**config.mk**
```make
export PLATFORM = sky130hd
export DESIGN_NAME = mux_tsel_sched
export DESIGN_NICKNAME = d
export VERILOG_FILES = /design/src/rtl/mux_tsel_sched.sv
export SDC_FILE = /design/constraint.sdc
export NUM_CORES = 1
export LEC_CHECK = 0
export CAP_MARGIN = 20
export CORE_AREA = 2 2 91 93
export CTS_CLUSTER_SIZE = 20
export DETAILED_ROUTE_END_ITERATION = 7
export DIE_AREA = 0 0 93 95
export PLACE_DENSITY = 0.84
export SKIP_LAST_GASP = 1
export SYNTH_ARGS = -nofsm -noshare
export SYNTH_HDL_FRONTEND = slang
export SYNTH_SLANG_ARGS = --single-unit
```
**constraint.sdc**
```tcl
create_clock -name aclk -period 3.6 [get_ports aclk]
set_clock_uncertainty 0.15 [all_clocks]
set_input_delay 0.72 -clock aclk [delete_from_list [all_inputs] [get_ports aclk]]
set_output_delay 0.72 -clock aclk [all_outputs]
set_load 0.05 [all_outputs]
```
**src/rtl/mux_tsel_sched.sv**
```systemverilog
// Round-robin scheduler sharing one temporal (rising-edge) mux datapath between requesters.
// Optional build macro MUX_SCHED_FIXED_PRIO_EN selects fixed priority (lowest index wins).
module mux_tsel_sched #(
  parameter int NUM_REQ           = 4,
  parameter int GAMMA_CYCLE_WIDTH = 16,
  parameter int BUS_WIDTH         = 8,
  parameter int CLEAR_CYCLES      = 2,
  localparam int DW = $clog2(GAMMA_CYCLE_WIDTH) + 1,
  localparam int IW = (NUM_REQ > 1) ? $clog2(NUM_REQ) : 1
) (
  input  logic                   aclk,
  input  logic                   grst,
  input  logic [NUM_REQ-1:0]     req_valid,
  input  logic [NUM_REQ*DW-1:0]  req_delay,
  output logic [NUM_REQ-1:0]     req_ready,
  output logic                   mux_rst,
  output logic                   select_line,
  output logic [DW-1:0]          gamma_cnt,
  input  logic [BUS_WIDTH-1:0]   mux_y,
  output logic                   rsp_valid,
  output logic [IW-1:0]          rsp_id,
  output logic [BUS_WIDTH-1:0]   rsp_data
);

  localparam int CW = (CLEAR_CYCLES > 1) ? $clog2(CLEAR_CYCLES) : 1;
  localparam logic [DW-1:0] GCNT_LAST = DW'(GAMMA_CYCLE_WIDTH - 1);
  localparam logic [CW-1:0] CLR_LOAD  = CW'(CLEAR_CYCLES - 1);

  typedef enum logic [1:0] {S_IDLE, S_RUN, S_CAPTURE, S_CLEAR} state_t;

  state_t               r_state, w_state_nxt;
  logic [NUM_REQ-1:0]   r_ready, w_ready_nxt;
  logic                 r_mux_rst, w_mux_rst_nxt;
  logic                 r_sel, w_sel_nxt;
  logic [DW-1:0]        r_gcnt, w_gcnt_nxt, w_gcnt_inc;
  logic [CW-1:0]        r_clr, w_clr_nxt;
  logic                 r_rsp_valid, w_rsp_valid_nxt;
  logic [IW-1:0]        r_rsp_id;
  logic [BUS_WIDTH-1:0] r_rsp_data;
  logic [IW-1:0]        r_rr_ptr, r_id;
  logic [DW-1:0]        r_delay;

  logic                 w_found, w_arb_en, w_grant;
  logic [IW-1:0]        w_gidx;
  logic [DW-1:0]        w_gdelay;

  // Search starts at rr_ptr and wraps; rr_ptr stays 0 in the fixed-priority build.
  always_comb begin : arb
    int j;
    j        = 0;
    w_found  = 1'b0;
    w_gidx   = '0;
    w_gdelay = '0;
    for (int i = 0; i < NUM_REQ; i++) begin
      j = int'(r_rr_ptr) + i;
      if (j >= NUM_REQ) j = j - NUM_REQ;
      if (!w_found && req_valid[IW'(j)]) begin
        w_found  = 1'b1;
        w_gidx   = IW'(j);
        w_gdelay = req_delay[j*DW +: DW];
      end
    end
  end

  // Arbitrate in idle, or on the last clear cycle so the grant lands on the first idle cycle.
  assign w_arb_en   = ((r_state == S_IDLE) && (r_ready == '0)) ||
                      ((r_state == S_CLEAR) && (r_clr == '0));
  assign w_grant    = w_arb_en && w_found;
  assign w_gcnt_inc = r_gcnt + DW'(1);

  always_comb begin
    w_state_nxt     = r_state;
    w_ready_nxt     = '0;
    w_mux_rst_nxt   = 1'b1;
    w_sel_nxt       = 1'b0;
    w_gcnt_nxt      = '0;
    w_clr_nxt       = r_clr;
    w_rsp_valid_nxt = 1'b0;
    case (r_state)
      S_IDLE: begin
        if (r_ready != '0) begin
          w_state_nxt   = S_RUN;
          w_mux_rst_nxt = 1'b0;
          w_sel_nxt     = (r_delay == '0);
        end
      end
      S_RUN: begin
        w_mux_rst_nxt = 1'b0;
        if (r_gcnt == GCNT_LAST) begin
          w_state_nxt = S_CAPTURE;
          w_gcnt_nxt  = r_gcnt;
          w_sel_nxt   = r_sel;
        end else begin
          w_gcnt_nxt = w_gcnt_inc;
          w_sel_nxt  = (w_gcnt_inc >= r_delay);
        end
      end
      S_CAPTURE: begin
        w_state_nxt     = S_CLEAR;
        w_rsp_valid_nxt = 1'b1;
        w_clr_nxt       = CLR_LOAD;
      end
      S_CLEAR: begin
        if (r_clr == '0) w_state_nxt = S_IDLE;
        else             w_clr_nxt   = r_clr - CW'(1);
      end
      default: w_state_nxt = S_IDLE;
    endcase
    if (w_grant) w_ready_nxt[w_gidx] = 1'b1;
  end

`ifndef MUX_SCHED_FIXED_PRIO_EN
  logic [IW-1:0] w_ptr_nxt;
  assign w_ptr_nxt = (w_gidx == IW'(NUM_REQ - 1)) ? '0 : w_gidx + IW'(1);
`endif

  always_ff @(posedge aclk or negedge grst) begin
    if (!grst) begin
      r_state     <= S_IDLE;
      r_ready     <= '0;
      r_mux_rst   <= 1'b1;
      r_sel       <= 1'b0;
      r_gcnt      <= '0;
      r_clr       <= '0;
      r_rsp_valid <= 1'b0;
      r_rsp_id    <= '0;
      r_rsp_data  <= '0;
      r_rr_ptr    <= '0;
      r_id        <= '0;
      r_delay     <= '0;
    end else begin
      r_state     <= w_state_nxt;
      r_ready     <= w_ready_nxt;
      r_mux_rst   <= w_mux_rst_nxt;
      r_sel       <= w_sel_nxt;
      r_gcnt      <= w_gcnt_nxt;
      r_clr       <= w_clr_nxt;
      r_rsp_valid <= w_rsp_valid_nxt;
      if (w_grant) begin
        r_id    <= w_gidx;
        r_delay <= w_gdelay;
`ifdef MUX_SCHED_FIXED_PRIO_EN
        r_rr_ptr <= '0;
`else
        r_rr_ptr <= w_ptr_nxt;
`endif
      end
      if (r_state == S_CAPTURE) begin
        r_rsp_id   <= r_id;
        r_rsp_data <= mux_y;
      end
    end
  end

  assign req_ready   = r_ready;
  assign mux_rst     = r_mux_rst;
  assign select_line = r_sel;
  assign gamma_cnt   = r_gcnt;
  assign rsp_valid   = r_rsp_valid;
  assign rsp_id      = r_rsp_id;
  assign rsp_data    = r_rsp_data;

endmodule
```
== After elaboration in Yosys (flattened, before gate mapping) ==
Cells that the tools add are included.
Cells by class
  add/sub/neg operators: 10
  bitwise operators: 1
  equality and inequality tests: 9
  multipliers: 4
  shift-type cells: 4
  magnitude comparators: 11
  mux-type cells: 46
  reduce and logical (&&, ||, !) cells: 17
Operators with widths (number)
  $mul 32x4->32 const B: 4
  $mux 32: 4
  $shiftx 20x32->5: 4
  $mux 5: 6
  $mux 1: 18
  $lt 2x4->1 const B: 4
  $mux 2: 8
  $sub 3x3->4 const B: 3
  $ge 3x3->1 const B: 3
  $bmux 1 s2: 4
  $pmux 2 s4: 1
  $logic_and 1x1->1: 7
  $add 2x2->3 const B: 2
  $eq 2x2->1 const B: 3
  $ne 2x2->1 const B: 3
  $pmux 1 s2: 3
  $add 5x1->5 const B: 1
  $eq 5x4->1 const B: 1
  $ge 5x5->1: 1
  $logic_not 5->1: 1
  $logic_not 4->1: 1
  $mux 4: 1
  $reduce_bool 4->1: 1
  $sub 2x3->4 const B: 1
  other kinds (15): 17
Word-level totals
  bits in registers: 34
  input port bits: 34
  word-level logic and storage cells: 114
  output and inout bits: 22

== Longest topological paths before layout ==
Gate-level depths: netlist of run 1.
  depth after elaboration: 20
  gate-level depth with buffers: 14
  mapped depth without buffers: 12

== Worst setup path after synthesis of run 1 ==
Ideal clock, no wire load.
  kind: flip-flop to flip-flop
  start point: reg r_rr_ptr[0]
  end point: reg r_delay[1]
  arrival: 3602 ps
  stages on the path, launching flop included: 14
  slack: -246 ps
  clock period less this slack: 3846 ps
  buffers on the path: 3
  library setup time: 94 ps
  required time: 3356 ps
  path through: dfrtp_1 > buf_6 > buf_4 > clkinv_1 > ha_1 > buf_2 > clkinv_1 > and2_1 > fa_1 > inv_1 > nor4_1 > o21ai_0 > o32a_1 > a221oi_2
On the way
  cells in the longest elaborated chain, start to end: 16
  elaborated cells on any way between the ends: 50
  classes of those cells: 7 x add/sub; 4 x mul; 4 x order compare; 4 x shift; 24 x mux; 7 x reduce/logical
Ends and longest elaborated chain
  from (decl): RTL line 40  | logic [IW-1:0] r_rr_ptr, r_id;
  from (signal assigned): RTL line 145  | r_rr_ptr <= w_ptr_nxt;
  branches (longest 16 deep; another with $mul 32x4->32)
  to (signal assigned): RTL line 141  | r_delay <= w_gdelay;
  to (decl): RTL line 41  | logic [DW-1:0] r_delay;
Parallel ways; which one is timed is not known. The select of a mux whose other input is x is not followed.
A chain may end at the register's enable or synchronous reset.

== Worst setup path in the final report of run 1 ==
Same ends and word-level chain as after synthesis.

==> results.cfg, run 1 <==
[run_status]
status = complete, no violations

[drt]
ant_nets = 0
via_per_inst = 6.47
drc_errors = 0
wl_met1_um = 4290
firstDrtPassIters = 5
wl_per_cell_um = 19.1
vias = 3737
wl_um = 11000
wl_met3_um = 734
drt_iter0_drc = 265
highest_layer = met4
routed-wl-met2_um = 5600

[worst_setup_path]
critPathBufInv = 2
critPathSlowestCell = or4b_2
cp.required_ns = 3.65
arrival_ns = 3.38
crit_path_cell_trace = clkinv_2 > ha_4 > buf_4 > and2_1 > ha_1 > or4b_2 > nor2_1 > a311oi_2 > a32oi_1 > a2111oi_2 > a221oi_2
path_class = flip-flop to flip-flop
slowest_delay_ns = 0.64
regToRegSetupSlack_ns = 0.26
endpoint_kind = flip-flop
path_max_fanout = 15
crit_family = simple AND/OR/NAND/NOR gates
crit_path_start_kind = flip-flop

[synth]
synth-edff-count = 0
netlist_area_sq_um = 3940
avgSynthCellArea_sq_um = 9.40
ys_types = 71
yosysTopAreaCell = dfrtp_1
synthArstFlopShare_pct = 100
synth_nets = 481
ys.flop_type = dfrtp_1
ys_seq_elements = 34
yosys-top-cells-area = dfrtp_1 21%, mux4_2 15%, ha_1 8.6%
synthCells = 419
synth_top_area_share_pct = 21.0
ys_seq_area_share_pct = 21.6
yosys_warnings = 0

[finish]
layout_commonest_cell = clkdlybuf4s50_1
syn_to_final_growth_pct = 19.2
nFillCells = 679
multi_input_area_sq_um = 2860
fin_util_pct = 59.2
layout_common_cells = 55 x clkdlybuf4s50_1, 41 x nand2_1, 32 x dfrtp_1
fin_nets = 534
drive_above_1_share_pct = 18.0
diodes = 0
seq_area_sq_um = 853

[timing]
worstMarginPinSlew_ns = 0.772
min_period_ns = 3.34
setup_viol = 0
report.final.hold_viol_count = 0
setup_ws_ns = 0.264
layout_worst_path_cycle_share_pct = 92.7
rsz0062_at_grt = no
finalMaxSlewViolations = 0
max_freq_mhz = 300
fin_setup_tns_ns = 0
max-slew-margin-rel_pct = 48.4

[pwr]
power_uw = 4890
seqPwrFrac_pct = 14.0
peakVddDrop_v = 0.000601
p_clk_share_pct = 6.0
combPwrFrac_pct = 80.0
p_leak_uw = 0.00188
p_int_uw = 2360
power-per-cell-area_nw_per_um2 = 1040
swShare_pct = 51.7
netSwitchingPower_uw = 2530

[cts]
htreeDepth = 2
cts_buffer_depth = 2
clkTransAtPathRegs_ns = 0.07
worst_skew_pair.late_latency_ns = 0.28
cts_hold_buf = 0
root_buffer = clkbuf_8
cts_tree = yes
cts_buffers = 5
clock_sinks = 34

[run]
maxCapViolations = 0

[grt]
grt_pass1_vias = 3698
grt_start_max_net_pins = 63
groute.usage.overall_pct = 25.9
gr-total-overflow = 0
grt_pass1_wl_um = 18300
antenna_found_initial = 0

[die]
die-area_sq_um = 8840
io_pins = 56
rows = 33
chipWidth_um = 93
die_height_um = 95
core_sq_um = 7930
initial_core_util_pct = 49.7

[place]
routabilityCongestion = 1.00
dp_slack_ns = 0.166
portBuffers = 55
hpwl_um = 8440

[worst_hold_path]
worstHoldPathType = flip-flop to flip-flop
worst paths after layout:
check	end	depth (start not counted)	start
worst max register to register	r_delay[1]$_DFFE_PN0P_	11	r_rr_ptr[0]$_DFFE_PN0P_
worst min register to register	r_id[1]$_DFFE_PN0P_	1	r_id[1]$_DFFE_PN0P_
worst min-delay path	r_id[1]$_DFFE_PN0P_	1	r_id[1]$_DFFE_PN0P_
min in group asynchronous	r_clr$_DFFE_PN0P_	1	grst
max in group asynchronous	req_ready[1]$_DFF_PN0_	2	grst
worst max-delay path	r_delay[1]$_DFFE_PN0P_	11	r_rr_ptr[0]$_DFFE_PN0P_
cells in the mapped netlist, drive strengths merged, types with 4 or more instances:
cell type / n
nor2: 21
nand4: 4
a211oi: 4
xnor2: 4
o21ai: 20
nand3: 10
inv: 23
dfrtp: 33
o22ai: 7
ha: 27
nand2: 42
a21oi: 14
mux2: 19
nor3: 10
buf: 18
mux4: 27
a22oi: 7
o31ai: 4
clkbuf: 5
nor4: 4
nand2b: 10
o311ai: 5
mux2i: 19
nor2b: 15
and2: 13
power groups by stage:
stage               registers, uW  clock network, uW  logic, uW
global placement              671                  0       3740
detailed placement            686                  0       3820
finish                        683                292       3910
CTS                           680                294       3850
floorplan                     994                  0       2640
global route                  705                312       4220
through the flow:
step                instances  instance area, sq um  hold slack (ns)
finish                    578                  4700            0.335
global route              578                  4700            0.358
CTS                       577                  4690            0.342
detailed placement        569                  4590            0.326
global placement          569                  4590            0.322
floorplan                 419                  3960            0.274
cell type report:
class / instances / share of cell area [%]
clock inverters: 2 / 0.266
flip-flops and latches: 34 / 18.2
well taps: 105 / 2.80
multi-input cells: 337 / 61.0
repair buffers: 69 / 14.0
inverters: 25 / 2.05
clock buffers: 6 / 1.76
routing by layer:
layer | vias up | track usage [%]
li1 | 1697 | -
met1 | 1823 | 31.8
met2 | 180 | 45.5
met3 | 37 | 3.03
met4 | 0 | 12.1
met5 | - | 0
repair_timing:
item,4_1_cts,5_1_grt
setup buffers,0,1
endpoints found under the setup margin,0,4
resized for setup,0,2
state kept, by name (all words and copies together) (netlist names):
register     count
gamma_cnt        5
select_line      1
r_id             2
r_clr            1
rsp_valid        1
req_ready        4
mux_rst          1
rsp_data         8
rsp_id           2
r_rr_ptr         2
r_delay          5
r_state          2
logic make-up after synthesis:
| group | Yosys count | synth area share, % |
|---|---|---|
| compound gates | 96 | 17.5 |
| buf+inv | 48 | 6.07 |
| flops | 34 | 21.6 |
| xor+xnor | 6 | 1.33 |
| mux | 65 | 25.7 |
| fa+ha+maj | 28 | 9.08 |
| simple gates | 142 | 18.7 |
Note: power is estimated with default switching activity, not from simulation.
==> run 2, diff against run 1 <==
MAX_ROUTING_LAYER = met4   (was unset)
==> run 2 against run 1 <==
Core utilization barely moved. Global-route usage decreased by 0.28 points. Design area hardly changed. Non-clock buffer count fell by 2. Sequential share of layout area is essentially flat. Clock power up 23%. Worst setup slack got worse by 0.13 ns. Register-to-register slack got worse by 0.13 ns. First-iteration DRC count increased by 17%. Critical path depth up 1. Wire length fell by 1.1%. Critical path type unchanged. Largest cell class unchanged.
==> results.cfg, run 2 (synthesis gave the netlist of run 1 again) <==
[finish]
layout_common_cells = 55 x clkdlybuf4s50_1, 41 x nand2_1, 32 x dfrtp_1
fin_nets = 532
largest_reg_flops = 8
fin_util_pct = 59.3
layout_commonest_cell = clkdlybuf4s50_1
drive_above_1_share_pct = 17.2
syn_to_final_growth_pct = 19.3
fin_cells = 576
diodes = 0

[timing]
setup_ws_ns = 0.133
rsz0062_at_grt = no
max_freq_mhz = 288
report.final.hold_viol_count = 0
layout_worst_path_cycle_share_pct = 96.3
min_period_ns = 3.47
worstMarginPinSlew_ns = 0.775
setup_viol = 0
fin_setup_tns_ns = 0
max-slew-margin-rel_pct = 48.1
finalMaxSlewViolations = 0

[worst_setup_path]
crit_end = r_delay[1]$_DFFE_PN0P_
crit_path_start_kind = flip-flop
critPathBufInv = 1
cp.required_ns = 3.64
arrival_ns = 3.51
crit_family = simple AND/OR/NAND/NOR gates
critPathSlowestCell = or4b_2
path_class = flip-flop to flip-flop
slowest_delay_ns = 0.65
path_common_cell = ha_1
worst_r2r_path_depth = 12
endpoint_kind = flip-flop
cp.depth = 12
crit_path_cell_trace = buf_4 > ha_1 > nor2b_1 > ha_1 > and2_1 > ha_1 > or4b_2 > nor2_1 > a311oi_2 > a32oi_1 > a2111oi_2 > a221oi_2
path_max_fanout = 8
r2r-end = r_delay[1]$_DFFE_PN0P_
r2r-start = r_rr_ptr[1]$_DFFE_PN0P_
crit_start = r_rr_ptr[1]$_DFFE_PN0P_
regToRegSetupSlack_ns = 0.13

[drt]
drc_errors = 0
ant_nets = 0
wl_per_cell_um = 18.9
wl_um = 10900
drt_iter0_drc = 311
firstDrtPassIters = 5
via_per_inst = 6.40
vias = 3688

[grt]
gr-total-overflow = 0
grt_pass1_vias = 3509
grt_start_max_net_pins = 63
antenna_found_initial = 0
grt_pass1_wl_um = 17600
groute.usage.overall_pct = 25.6

[cts]
root_buffer = clkbuf_8
post_cts_buffers = 0
clock_sinks = 34
cts_tree = yes
clkTransAtPathRegs_ns = 0.07
cts_buffers = 5
worst_skew_pair.late_latency_ns = 0.28
htreeDepth = 2
cts_buffer_depth = 2

[run_status]
status = complete, no violations

[die]
core_sq_um = 7930
rows = 33
die_height_um = 95
die-area_sq_um = 8840
initial_core_util_pct = 49.7
chipWidth_um = 93
io_pins = 56

[place]
dp_slack_ns = 0.178
hpwl_um = 8250
portBuffers = 55
routabilityCongestion = 1.01
dp.cells = 568

[pwr]
peakVddDrop_v = 0.000473
p_leak_uw = 0.00188
power-per-cell-area_nw_per_um2 = 1050

[run]
maxCapViolations = 0

[worst_hold_path]
worstHoldPathType = flip-flop to flip-flop
-- run 2: changes by cell type in the layout (fill, tap and decap cells not counted) --
cell,before,now
nor2b_2,1,0
bufinv_16,0,1
nor2b_1,14,15
buf_4,14,12
clkbuf_1,0,1
clkinvlp_4,1,0
clkinv_2,3,2
-- run 2: layout make-up --
cell class / count / area [sq um]
Timing Repair Buffer: 67 / 641
Clock buffer: 7 / 86.3
Multi-Input combinational cell: 337 / 2860
Sequential cell: 34 / 853
Fill cell: 664 / 3230
Clock inverter: 1 / 30.0
Tap cell: 105 / 131
Inverter: 25 / 96.3
-- run 2: report_power, final --
part	internal [uW]	total (uW)	switching, uW
clock network	226	359	133
logic	1650	3900	2250
registers	563	681	118
-- run 2: worst min-delay path by stage --
stage	from	end	slack (ns)	depth (start not counted)
finish	r_id[1]$_DFFE_PN0P_	r_id[1]$_DFFE_PN0P_	0.33	1
global route	r_id[1]$_DFFE_PN0P_	r_id[1]$_DFFE_PN0P_	0.35	1
CTS	r_id[1]$_DFFE_PN0P_	r_id[1]$_DFFE_PN0P_	0.34	1
detailed placement	r_id[1]$_DFFE_PN0P_	r_id[1]$_DFFE_PN0P_	0.32	1
global placement	r_id[1]$_DFFE_PN0P_	r_id[1]$_DFFE_PN0P_	0.32	1
floorplan	grst	gamma_cnt[0]$_DFFE_PN0P_	0.27	0
-- run 2: metal layers --
layer / global-route usage, % / share of wire [%] / vias to the layer above
met4: 7.11 / 2.4 / 0
li1: - / - / 1694
met2: 44.6 / 52 / 184
met5: - / 0 / -
met1: 32.4 / 40 / 1781
met3: 1.92 / 5.7 / 29
-- run 2: timing repair --
action                     4_1_cts  5_1_grt
hold buffers                     0        0
setup endpoints to repair        0        4
gates resized for setup          0        1
-- run 2: stage by stage --
| stage | total power (uW) | cell area [sq um] | hold slack, ns |
|---|---|---|---|
| after floorplan | 3630 | 3960 | 0.274 |
| after global placement | 4420 | 4580 | 0.320 |
| after detailed placement | 4520 | 4580 | 0.321 |
| after CTS | 4890 | 4700 | 0.336 |
| after global routing | 5260 | 4700 | 0.349 |
| final | 4930 | 4700 | 0.329 |
==> RTL change (flow settings as in run 2) <==
Re-encode `state_t` (4 states) as one-hot, 4 bits wide.
--- a/src/rtl/mux_tsel_sched.sv
+++ b/src/rtl/mux_tsel_sched.sv
@@ -27,5 +27,5 @@
   localparam logic [CW-1:0] CLR_LOAD  = CW'(CLEAR_CYCLES - 1);
 
-  typedef enum logic [1:0] {S_IDLE, S_RUN, S_CAPTURE, S_CLEAR} state_t;
+  typedef enum logic [3:0] {S_IDLE = 4'b0001, S_RUN = 4'b0010, S_CAPTURE = 4'b0100, S_CLEAR = 4'b1000} state_t;
 
   state_t               r_state, w_state_nxt;
Formal check against the unedited RTL: same outputs for any inputs over 10 cycles, from zero or initial values and one cycle with grst low; not proved beyond that.
==> RTL change against run 2 <==
Sequential power fell by 17%. Area after synthesis grew 6.3%. Total power fell by 9.4%. Design area rose by 5.7%. Sequential cell count grew 2. Utilization grew 3.4 points. Final cell count grew 6.4%. Routed wire length grew 6.8%. Setup slack improved by 0.099 ns. Critical path type unchanged. Critical endpoint is now r_delay[3].
==> RTL change: results (changes against run 2) <==
Util after Layout - 62.7% (was 59.3%)
#FFs+latches synth - 36 (was 34)
Post-Place Cells - 605 (was 568)
DR iter-0 viols - 241 (was 311)
Seq/Total Area, Yosys - 21.6% (about the same)
VDD IR max - 0.374 mV (was 0.473 mV)
Crit-path max FO - 6 (was 8)
GR Util met3 - 4.47% (was 1.92%)
Post-synth top cells - mux2i_1 (35), dfrtp_1 (34), nand2_1 (31) (was nand2_1 (41), dfrtp_1 (33), ha_1 (27), mux4_2 (27), inv_1 (21))
Fin nets - 565 (was 532)
Final-layout clock-cell area share - 2.17% (was 2.48%)
Dpl hpwl - 8.89 mm (was 8.25 mm)
Signal buffers share of area - 14.6% (was 13.6%)
Critical path's top delay family - adder cells (was simple AND/OR/NAND/NOR gates)
Syn_nets - 517 (was 481)
CLK BUF - 6 (was 7)
# fillers - 652 (was 664)
Largest net degree at the start of global routing - 59 (was 63)
Slew Limit Headroom - 47.5% (was 48.1%)
Post-place setup slack - 0.174 ns (was 0.178 ns)
GR Util met2 - 47.0% (was 44.6%)
Lkg Pwr - 2.06 nW (was 1.88 nW)
Nonclk buf count - 79 (was 67)
Routability cong. - 0.929 (was 1.01)
Outcome - completed (unchanged)
CP max stage delay - 0.61 ns (was 0.65 ns)
Synth cell types - 67 (was 71)
Critical Path Slowest Stage Cell - fa_1 (was or4b_2)
Fraction of layout cells with a size suffix above 1 - 17.7% (was 17.2%)
Sequential power - 0.563 mW (was 0.681 mW)
Vias in the first global route - 3929 (was 3509)
CP arrival - 3.37 ns (was 3.51 ns)
Synth Instances - 459 (was 419)
Reg area - 906 sq um (was 853 sq um)
Combinational Power Share - 79.7% (was 78.9%)
Internal power - 2.27 mW (was 2.43 mW)
DR WL met3 - 859 um (was 623 um)
Vias per Instance - 6.48 (was 6.40)
Placed Instance Area - 4860 sq um (was 4580 sq um)
Met1 usage - 33.2% (was 32.4%)
Most common cell in the netlist - mux2i_1 (was nand2_1)
Area contributors post-synth - dfrtp_1 (20%), mux4_2 (12%), mux2i_1 (8.4%) (was dfrtp_1 (21%), mux4_2 (15%), ha_1 (8.6%))
Final Total Pwr - 4.47 mW (was 4.93 mW)
First-pass GRT wire length - 19.1 mm (was 17.6 mm)
DR vias - 3973 (was 3688)
WL met2 - 5.74 mm (was 5.69 mm)
Gr usage total - 27.9% (was 25.6%)
-- RTL change: cells by family (layout without fill, tap and decap cells) --
group | count (synthesis) | in the layout | share of synthesized area (%)
multiplexers | 77 | 77 | 25.8
AND/OR/NAND/NOR | 145 | 145 | 18.2
flip-flops | 36 | 36 | 21.6
AO/OA/AOI/OAI | 112 | 112 | 19.0
XOR/XNOR | 7 | 7 | 1.46
adder cells (fa/ha/maj) | 24 | 24 | 7.35
buffers and inverters | 58 | 107 | 6.57
-- RTL change: path summary, 6_finish.rpt --
kind / start / endpoint / slack, ns / cells after the start
hold / removal: r_delay[3] / r_delay[3] / 0.33 / 2
setup reg to reg: r_rr_ptr[1] / r_delay[3] / 0.23 / 12
min in group asynchronous: grst / req_ready[0] / 0.36 / 1
setup / recovery: r_rr_ptr[1] / r_delay[3] / 0.23 / 12
max in group asynchronous: grst / r_rr_ptr[0] / 2.40 / 1
hold reg to reg: r_delay[3] / r_delay[3] / 0.33 / 2
